===== src/rtl/conv_stream_pkg.sv =====
// Shared definitions for the convolution output stream stage.
// Buffered entries are packed as {sof, eol, data}, with sof in the MSB.
package conv_stream_pkg;

  localparam int DEFAULT_DATA_W = 8;

  typedef struct packed {
    logic                      sof;
    logic                      eol;
    logic [DEFAULT_DATA_W-1:0] data;
  } entry_t;

  localparam int ENTRY_W = $bits(entry_t);

endpackage


===== src/rtl/stream_fifo.sv =====
// Generic show-ahead synchronous FIFO.
// The head entry is always visible on o_dout while o_empty is low.
// Pointers carry one extra wrap bit. Full and empty are decoded from that bit.
// A push to a full FIFO is accepted only when a pop happens in the same cycle.
// o_almost_full is registered. It reflects the occupancy after this cycle's update.
module stream_fifo
  import conv_stream_pkg::*;
#(
  parameter int WIDTH     = ENTRY_W,
  parameter int DEPTH     = 16,
  parameter int AF_MARGIN = 4
) (
  input  logic             i_clk,
  input  logic             i_rst_n,
  input  logic             i_push,
  input  logic             i_pop,
  input  logic [WIDTH-1:0] i_din,
  output logic [WIDTH-1:0] o_dout,
  output logic             o_empty,
  output logic             o_full,
  output logic             o_almost_full
);

  localparam int AW = $clog2(DEPTH);

  logic [WIDTH-1:0] r_mem [DEPTH];
  logic [AW:0]      r_wr_ptr;
  logic [AW:0]      r_rd_ptr;
  logic             r_af;
  logic [AW:0]      w_count;
  logic [AW:0]      w_count_nxt;
  logic             w_do_push;
  logic             w_do_pop;

  assign o_empty = (r_wr_ptr == r_rd_ptr);
  assign o_full  = (r_wr_ptr[AW] != r_rd_ptr[AW]) &&
                   (r_wr_ptr[AW-1:0] == r_rd_ptr[AW-1:0]);

  assign w_do_pop  = i_pop && !o_empty;
  assign w_do_push = i_push && (!o_full || w_do_pop);

  assign w_count     = r_wr_ptr - r_rd_ptr;
  assign w_count_nxt = w_count + (AW+1)'(w_do_push) - (AW+1)'(w_do_pop);

  assign o_dout        = r_mem[r_rd_ptr[AW-1:0]];
  assign o_almost_full = r_af;

  // Storage array: written on accepted pushes, never reset
  always_ff @(posedge i_clk) begin
    if (w_do_push) r_mem[r_wr_ptr[AW-1:0]] <= i_din;
  end

  // Pointer and almost-full registers
  always_ff @(posedge i_clk or negedge i_rst_n) begin
    if (!i_rst_n) begin
      r_wr_ptr <= '0;
      r_rd_ptr <= '0;
      r_af     <= 1'b0;
    end else begin
      if (w_do_push) r_wr_ptr <= r_wr_ptr + 1'b1;
      if (w_do_pop)  r_rd_ptr <= r_rd_ptr + 1'b1;
      r_af <= (w_count_nxt >= (AW+1)'(DEPTH - AF_MARGIN));
    end
  end

endmodule


===== src/rtl/conv_out_stream.sv =====
// Output stage behind the convolution pipeline.
// It buffers the pixel stream in a show-ahead FIFO and emits it as an AXI4-Stream master.
// tuser marks the first pixel of a frame.
// tlast marks the end of each line by default.
// With CONV_OUT_TLAST_FRAME_EN defined, tlast marks only the end of the frame.
// The input has no backpressure. A pixel arriving at a full FIFO is dropped
// and recorded in the sticky o_overflow flag.
//
// AXIS handshake: a beat transfers when m_axis_tvalid && m_axis_tready.
// tvalid never depends on tready. Once tvalid is high, tdata, tlast and tuser
// stay stable until that transfer.
module conv_out_stream
  import conv_stream_pkg::*;
#(
  parameter int DATA_W      = DEFAULT_DATA_W,
  parameter int FIFO_DEPTH  = 16,
  parameter int AF_MARGIN   = 4,
  parameter int LINE_PIXELS = 510,
  parameter int FRAME_LINES = 510
) (
  input  logic              i_clk,
  input  logic              i_rst_n,
  input  logic              i_data_valid,
  input  logic [DATA_W-1:0] i_data,
  output logic [DATA_W-1:0] m_axis_tdata,
  output logic              m_axis_tvalid,
  input  logic              m_axis_tready,
  output logic              m_axis_tlast,
  output logic              m_axis_tuser,
  output logic              o_almost_full,
  output logic              o_overflow,
  input  logic              i_clear_ovf
);

  localparam int EW = DATA_W + 2;
  localparam int CW = (LINE_PIXELS > 1) ? $clog2(LINE_PIXELS) : 1;
  localparam int LW = (FRAME_LINES > 1) ? $clog2(FRAME_LINES) : 1;

  logic [CW-1:0] r_col;
  logic [LW-1:0] r_line;
  logic          r_ovf;

  logic          w_empty;
  logic          w_full;
  logic          w_pop;
  logic          w_push;
  logic          w_drop;
  logic          w_sof;
  logic          w_eol;
  logic          w_col_last;
  logic          w_line_last;
  logic [EW-1:0] w_din;
  logic [EW-1:0] w_dout;

  assign w_col_last  = (r_col == CW'(LINE_PIXELS - 1));
  assign w_line_last = (r_line == LW'(FRAME_LINES - 1));

  assign w_sof = (r_col == '0) && (r_line == '0);
`ifdef CONV_OUT_TLAST_FRAME_EN
  assign w_eol = w_col_last && w_line_last;
`else
  assign w_eol = w_col_last;
`endif

  assign w_din  = {w_sof, w_eol, i_data};
  assign w_pop  = !w_empty && m_axis_tready;
  assign w_push = i_data_valid && (!w_full || w_pop);
  assign w_drop = i_data_valid && w_full && !w_pop;

  assign m_axis_tvalid = !w_empty;
  assign {m_axis_tuser, m_axis_tlast, m_axis_tdata} = w_dout;
  assign o_overflow = r_ovf;

  // Frame geometry counters advance on every input pixel, dropped or not
  always_ff @(posedge i_clk or negedge i_rst_n) begin
    if (!i_rst_n) begin
      r_col  <= '0;
      r_line <= '0;
    end else if (i_data_valid) begin
      if (w_col_last) begin
        r_col  <= '0;
        r_line <= w_line_last ? '0 : r_line + LW'(1);
      end else begin
        r_col <= r_col + CW'(1);
      end
    end
  end

  // Sticky overflow flag; a drop in the same cycle overrides a clear
  always_ff @(posedge i_clk or negedge i_rst_n) begin
    if (!i_rst_n)         r_ovf <= 1'b0;
    else if (w_drop)      r_ovf <= 1'b1;
    else if (i_clear_ovf) r_ovf <= 1'b0;
  end

  stream_fifo #(
    .WIDTH     (EW),
    .DEPTH     (FIFO_DEPTH),
    .AF_MARGIN (AF_MARGIN)
  ) u_fifo (
    .i_clk         (i_clk),
    .i_rst_n       (i_rst_n),
    .i_push        (w_push),
    .i_pop         (w_pop),
    .i_din         (w_din),
    .o_dout        (w_dout),
    .o_empty       (w_empty),
    .o_full        (w_full),
    .o_almost_full (o_almost_full)
  );

endmodule

===== config.mk =====
export PLATFORM = sky130hd
export DESIGN_NAME = conv_out_stream
export DESIGN_NICKNAME = d
export VERILOG_FILES = /design/src/rtl/conv_stream_pkg.sv /design/src/rtl/stream_fifo.sv /design/src/rtl/conv_out_stream.sv
export SDC_FILE = /design/constraint.sdc
export NUM_CORES = 1
export LEC_CHECK = 0
export BUFFER_PORTS_ARGS = -buffer_cell sky130_fd_sc_hd__clkbuf_2
export CAP_MARGIN = 20
export CORE_MARGIN = 1.5
export CORE_UTILIZATION = 60
export CTS_BUF_LIST = sky130_fd_sc_hd__clkbuf_8
export DETAILED_ROUTE_END_ITERATION = 12
export PLACE_DENSITY = 0.85
export SYNTH_ARGS = -nofsm -noshare
export SYNTH_HDL_FRONTEND = slang
export SYNTH_HIERARCHICAL = 1
export SYNTH_SLANG_ARGS = --single-unit
export TNS_END_PERCENT = 20

===== constraint.sdc =====
create_clock -name i_clk -period 11.3 [get_ports i_clk]
set_clock_uncertainty 0.2 [all_clocks]
set_input_delay 0.565 -clock i_clk [delete_from_list [all_inputs] [get_ports i_clk]]
set_output_delay 0.565 -clock i_clk [all_outputs]
set_load 0.02 [all_outputs]

* Word-level counts from Yosys, hierarchy flattened
Memory sizes are Yosys's and may differ from the RTL's. Index checks and enable logic that the tools add are counted.
Operators by class: add/sub/neg operators 7, $lt $le $gt $ge 1, eq/ne operators 5, mux-type cells 6, reductions and logical operators 17
Operators by type and width (count):
- adder 9 x 1 -> 9 bit (second input constant) | 2
- == test 9 bit (second input constant) | 2
- zero test 9 bit | 2
- 2-to-1 mux 9 bit | 2
- adder 5 x 1 -> 5 bit (second input constant) | 2
- logical AND 1 bit | 8
- adder 5 x 1 -> 5 bit | 1
- == test 5 bit | 1
- >= comparator 5 x 4 -> 1 bit (second input constant) | 1
- subtractor 5 x 1 -> 5 bit | 1
- subtractor 5 bit | 1
- == test 4 bit | 1
- 2-to-1 mux 1 bit | 4
- zero test 1 bit | 3
- logical OR 1 bit | 2
- AND reduction 2 bit | 1
- nonzero test 2 bit | 1
- != test 1 bit | 1
Word-level totals: register bits after elaboration 30, bits in writable memories 160, bits of input ports 13, output and inout bits 13, word-level logic and storage cells 43, memories kept 1
Memories:
- u_fifo.r_mem | words 16, width 10, read ports 1, clocked after Yosys merged registers in 0, write ports 1, RTL line stream_fifo.sv:26 | logic [WIDTH-1:0] r_mem [DEPTH];

* Logic depth before layout (Yosys ltp)
word-level depth 9, depth in mapped cells 18, gate-level depth less buffers 17

* By module
The synthesis kept the hierarchy.
Modules (own cells, without submodules):
- stream_fifo | times used 1, cells each 369, area each 7024.2 µm², sequential area each 5079.9 µm²
- conv_out_stream | times used 1, cells each 117, area each 1093.5 µm², sequential area each 475.5 µm²

* Least setup slack after synthesis
No wires, ideal clock.
kind register -> register, start point reg u_fifo.r_wr_ptr[2], end point reg u_fifo.r_af, in the netlist u_fifo/o_almost_full, library setup time 0.076 ns, arrival 3.475 ns, data required time 11.024 ns, slack 7.548 ns, stages on the path, launching flop included 19, path buffers 1, period minus slack after synthesis 3.752 ns, cells stage by stage dfrtp_1 clkbuf_1 inv_1 ha_1 nand2_1 nor4_1 inv_1 nand2_1 inv_1 o41ai_4 fa_1 inv_1 fa_1 inv_1 ha_1 inv_1 fa_1 xor2_1 o21ai_1
On the way: cells in the longest elaborated chain, start to end 9, elaborated cells on any way between the ends 15, classes of those cells 3 x add/sub; 1 x order compare; 2 x eq/ne; 9 x reduce/logical
RTL lines:
- start: declaration | RTL line stream_fifo.sv:27 | logic [AW:0] r_wr_ptr;
- start signal: assignment | RTL line stream_fifo.sv:60 | if (w_do_push) r_wr_ptr <= r_wr_ptr + 1'b1;
- == test 5 bit (*) | RTL line stream_fifo.sv:35 | assign o_empty = (r_wr_ptr == r_rd_ptr);
- named net w_empty | RTL line conv_out_stream.sv:43 | logic w_empty;
- zero test 1 bit (*)
- named net m_axis_tvalid | RTL line conv_out_stream.sv:26 | output logic m_axis_tvalid,
- logical AND 1 bit (*) | RTL line conv_out_stream.sv:66 | assign w_pop = !w_empty && m_axis_tready;
- named net w_pop | RTL line conv_out_stream.sv:45 | logic w_pop;
- logical OR 1 bit or logical AND 1 bit (tied branches) | RTL line conv_out_stream.sv:67, stream_fifo.sv:39
- logical AND 1 bit or logical OR 1 bit (tied branches) | RTL line conv_out_stream.sv:67, stream_fifo.sv:40
- logical AND 1 bit | RTL line stream_fifo.sv:40 | assign w_do_push = i_push && (!o_full || w_do_pop);
- adder 5 x 1 -> 5 bit | RTL line stream_fifo.sv:43 | assign w_count_nxt = w_count + (AW+1)'(w_do_push) - (AW+1)'(w_do_pop);
- subtractor 5 x 1 -> 5 bit (*) | RTL line stream_fifo.sv:43
- >= comparator 5 x 4 -> 1 bit (*) | RTL line stream_fifo.sv:62 | r_af <= (w_count_nxt >= (AW+1)'(DEPTH - AF_MARGIN));
- end signal: assignment | RTL line stream_fifo.sv:62
- end: declaration | RTL line stream_fifo.sv:29 | logic r_af;
Mark *: on every way through the listed nets, which the timed path passes. The rest lies on a longest branch. A chain may end at the register's enable or synchronous reset.

* Worst setup path after layout
start point reg u_fifo.r_rd_ptr[3], end point reg u_fifo.r_af, in the netlist u_fifo/o_almost_full
On the way: cells in the longest elaborated chain, start to end 9, elaborated cells on any way between the ends 15, classes of those cells 3 x add/sub; 1 x order compare; 2 x eq/ne; 9 x reduce/logical
RTL lines:
- start: declaration | RTL line stream_fifo.sv:28 | logic [AW:0] r_rd_ptr;
- start signal: assignment | RTL line stream_fifo.sv:61 | if (w_do_pop) r_rd_ptr <= r_rd_ptr + 1'b1;
- == test 5 bit (*) | RTL line stream_fifo.sv:35
- named net w_empty | RTL line conv_out_stream.sv:43
- zero test 1 bit (*) | RTL line conv_out_stream.sv:66
- logical AND 1 bit (*) | RTL line conv_out_stream.sv:66
- named net w_pop | RTL line conv_out_stream.sv:45
- logical OR 1 bit or logical AND 1 bit (tied branches) | RTL line conv_out_stream.sv:67, stream_fifo.sv:39
- logical AND 1 bit or logical OR 1 bit (tied branches) | RTL line conv_out_stream.sv:67, stream_fifo.sv:40
- logical AND 1 bit | RTL line stream_fifo.sv:40
- adder 5 x 1 -> 5 bit | RTL line stream_fifo.sv:43
- subtractor 5 x 1 -> 5 bit (*) | RTL line stream_fifo.sv:43
- >= comparator 5 x 4 -> 1 bit (*) | RTL line stream_fifo.sv:62
Marks and branches as above.

==> metrics.csv <==
stage,metric,value,unit
timing,final setup fails,0,
setup_path,most used cell along the critical path,inv_1,
cts,# Post-CTS Setup Buffers,0,
cts,CTS tree,done,
routing,Final ANT Viol Nets,0,
timing,min Tclk post-route,4290,ps
timing,final max-slew violation count,0,
yosys,"Seq/Total Area, Yosys",68.4,%
power,Pleak,3.17,nW
die,chip width,119,microns
timing,setup tns final,0,ps
yosys,simple-gate portion of the synthesized area,5.35,%
timing,final worst path period share,38.0,%
setup_path,Crit path largest cell delay,1030,ps
die,num rows,42,
layout,Filler cells,878,
timing,worst hold slack,69.4,ps
routing,DRC violations left,0,
setup_path,CP arrival,4490,ps
setup_path,"Cell Chain, Critical Path",ha_1 > nand2_1 > nor4_1 > inv_1 > nand2_1 > inv_1 > o41ai_4 > fa_1 > inv_1 > fa_1 > inv_1 > ha_1 > inv_1 > fa_1 > xor2_1 > o21ai_1,
yosys,asr flop ratio synth,15.8,%
die,Initial Utilization,61.3,%
layout,diode count,0,
cts,CTS max path bufs,2,
yosys,Mapped Nets,520,
yosys,Mapped Cells,486,
cts,H-Tree Depth,4,
job,Max Cap Viol,0,
setup_path,Worst path slowest cell,dfrtp_1,
timing,Fin. Hold Viols,0,
layout,multi-input logic area,2360,sq um
routing,Routed wire per std cell,22.2,microns
yosys,number of synthesized register bits,190,
worst_hold_path,hold crit path type,input pin to flop,
setup_path,CP Max Fanout,24,
global_route,largest net degree at the start of global routing,56,
yosys,Synth Area in Compound Gates,5.59,%
timing,Worst Max-Slew Pin Slew,1050,ps
yosys,number of flops mapped to enable cells by yosys,160,
placement,Routability Congestion,0.916,
setup_path,reg-to-reg setup timing slack,7010,ps
die,I/O Pins,26,
layout,share of cells above drive strength 1,19.6,%
routing,drt first pass iters,5,
cts,clock sink count,190,
timing,Relative slew margins,29.4,%
cts,clk_lat worst skew,470,ps
setup_path,CP Capture Type,flop,
yosys,post-synth top area cell,edfxtp_1,
die,core area,13200,sq um
global_route,initial antenna violation count,0,
power,Power Dens Cells,250,nW/um^2
routing,Detailed Route WL,15.7,mm
setup_path,WS Path Type,flop to flop,
placement,Post-DP HPWL,10.1,mm
yosys,YS warnings,6,
layout,Area Overhead vs Synth,9.25,%
yosys,prevailing post-synth register cell,edfxtp_1,
yosys,Post-Synth XOR/XNOR Area,2.23,%
layout,register area,5560,sq um
global_route,GR Overflow Total,0,
timing,f_max,233,MHz
routing,DRT iter0 DRCs,497,
global_route,first-pass GRT wire length,25.0,mm
outcome,status,completed,
global_route,vias in the first global route,4491,
layout,Nets,552,
yosys,post-synthesis cell area,8120,sq um
placement,Placed Instances,673,
yosys,Yosys cell types,51,
yosys,mux share of post-synthesis cell area,12.4,%
setup_path,CP required,11490,ps
layout,"non-filler cells, final",707,
routing,DR vias/cell,6.39,
global_route,Total Routing Usage GR,24.0,%
timing,RSZ-0062 raised after global routing,no,
power,Max IR drop VDD,0.132,mV
yosys,Post-Synth Adder-Cell Area,3.51,%
yosys,post-synth top area share,59.2,%
routing,number of vias in the routed layout,4515,
cts,total CTS buffers,17,
cts,clock root cell,clkbuf_8,
placement,Port-buffer cells,25,
setup_path,Startpoint Class,flop,
yosys,Post-Syn Area per Cell,16.7,sq um
die,Die Area,14200,sq um
cts,clk slew on worst S/H paths,100,ps
yosys,largest family of logic cells by synthesized area,multiplexers,
die,Die Y,119,microns
yosys,synth top area cells,"edfxtp_1 (59%), dfrtp_1 (9.2%), mux4_2 (8.3%), mux2i_1 (3.9%), ha_1 (2.8%)",
[area by class of cell]
type | instances | share of cell area (%)
multi-input combinational | 250 | 26.6
tap | 176 | 2.48
sequential | 190 | 62.7
timing repair buffer | 34 | 2.20
clock inverter | 15 | 2.30
inverter | 25 | 1.06
clock buffer | 17 | 2.64
[cells in the final DEF, fill, tap and decap left out, types with 3 or more instances in the layout]
cell type	instances
mux4_2	30
o21ai_0	9
nand4_1	6
clkinvlp_4	4
nand3_1	7
fa_1	3
nand2_1	17
nor2b_1	3
and4_1	3
dfrtp_1	29
inv_1	25
nor4_1	4
xor2_1	8
edfxtp_1	160
inv_8	4
a22oi_1	10
a32oi_1	10
mux2i_1	32
clkbuf_2	25
ha_1	18
a21oi_1	9
xnor2_1	9
bufinv_16	3
and3_1	3
nor2_1	21
buf_4	8
o21ai_1	12
clkbuf_8	17
nor3_1	6
[stage by stage]
step           area, sq um  setup slack (ps)  util, %  total power [mW]
2_1_floorplan         8120              7550        -              1.54
3_3_place_gp          8410              7330     63.5              1.71
3_5_place_dp          8410              7070     63.5              1.75
4_1_cts               8860              7050     66.9              2.23
5_1_grt               8870              6770     67.0              2.33
6_report              8870              7010     67.0              2.22
[flip-flops by register name (all words and copies together) (netlist names)]
name,count
u_fifo/r_mem,160
u_fifo/o_almost_full,1
o_overflow,1
u_fifo/r_wr_ptr,5
u_fifo/r_rd_ptr,5
r_col,9
r_line,9
[synthesized netlist by cell type (3+ instances only)]
cell type    n
inv_1       25
and3_1       3
xnor2_1      9
a22oi_1     10
buf_2        4
ha_1        18
xor2_1       8
nand4_1      6
o21ai_1     12
a32oi_1     10
nor3_1       6
nor2b_1      3
nor4_1       4
nand3_1      7
and4_1       3
o21ai_0      9
fa_1         3
dfrtp_1     30
mux2i_1     32
edfxtp_1   160
a21oi_1      9
clkbuf_1    12
nor2_1      21
nand2_1     17
mux4_2      30
[metal layers]
metal / up-vias / share of wire, % / GRT usage [%] / routed length, microns
met5: - / 0 / 0 / 0
met4: 0 / 2.7 / 9.75 / 421
met1: 2256 / 39 / 31.9 / 6180
met3: 43 / 8.2 / 5.70 / 1290
li1: 1966 / - / - / -
met2: 250 / 50 / 38.7 / 7820
[kinds of logic after synthesis]
family	count (synthesis)
simple gates	82
flops	190
xor+xnor	19
compound gates	65
fa+ha+maj	21
mux	63
buf+inv	46
[final timing paths]
kind,endpoint,startpoint,depth (start not counted)
worst max-delay path,u_fifo/o_almost_full,u_fifo/r_rd_ptr[3],16
worst min-delay path,o_overflow,i_clear_ovf,2
worst max register to register,u_fifo/o_almost_full,u_fifo/r_rd_ptr[3],16
worst min register to register,r_line[7],r_line[7],1
max in group asynchronous,u_fifo/r_rd_ptr[0],i_rst_n,2
min in group asynchronous,r_line[8],i_rst_n,2
[what timing repair did]
action | in CTS | in global routing
hold endpoints to repair | 30 | 0
gates resized for setup | 0 | 0
hold buffers | 1 | 0
[worst max-delay path: cells and delay by family (launching register included)]
family / cells / cell delay [ps]
xor+xnor: 1 / 150
fa+ha+maj: 5 / 1760
simple gates: 3 / 340
flops: 1 / 1030
compound gates: 2 / 260
buf+inv: 5 / 470
[power breakdown]
| part | switching, mW | internal [mW] |
|---|---|---|
| sequential | 0.128 | 0.851 |
| combinational | 0.433 | 0.333 |
| clock | 0.250 | 0.226 |
Power figures use the tool's default switching activity.
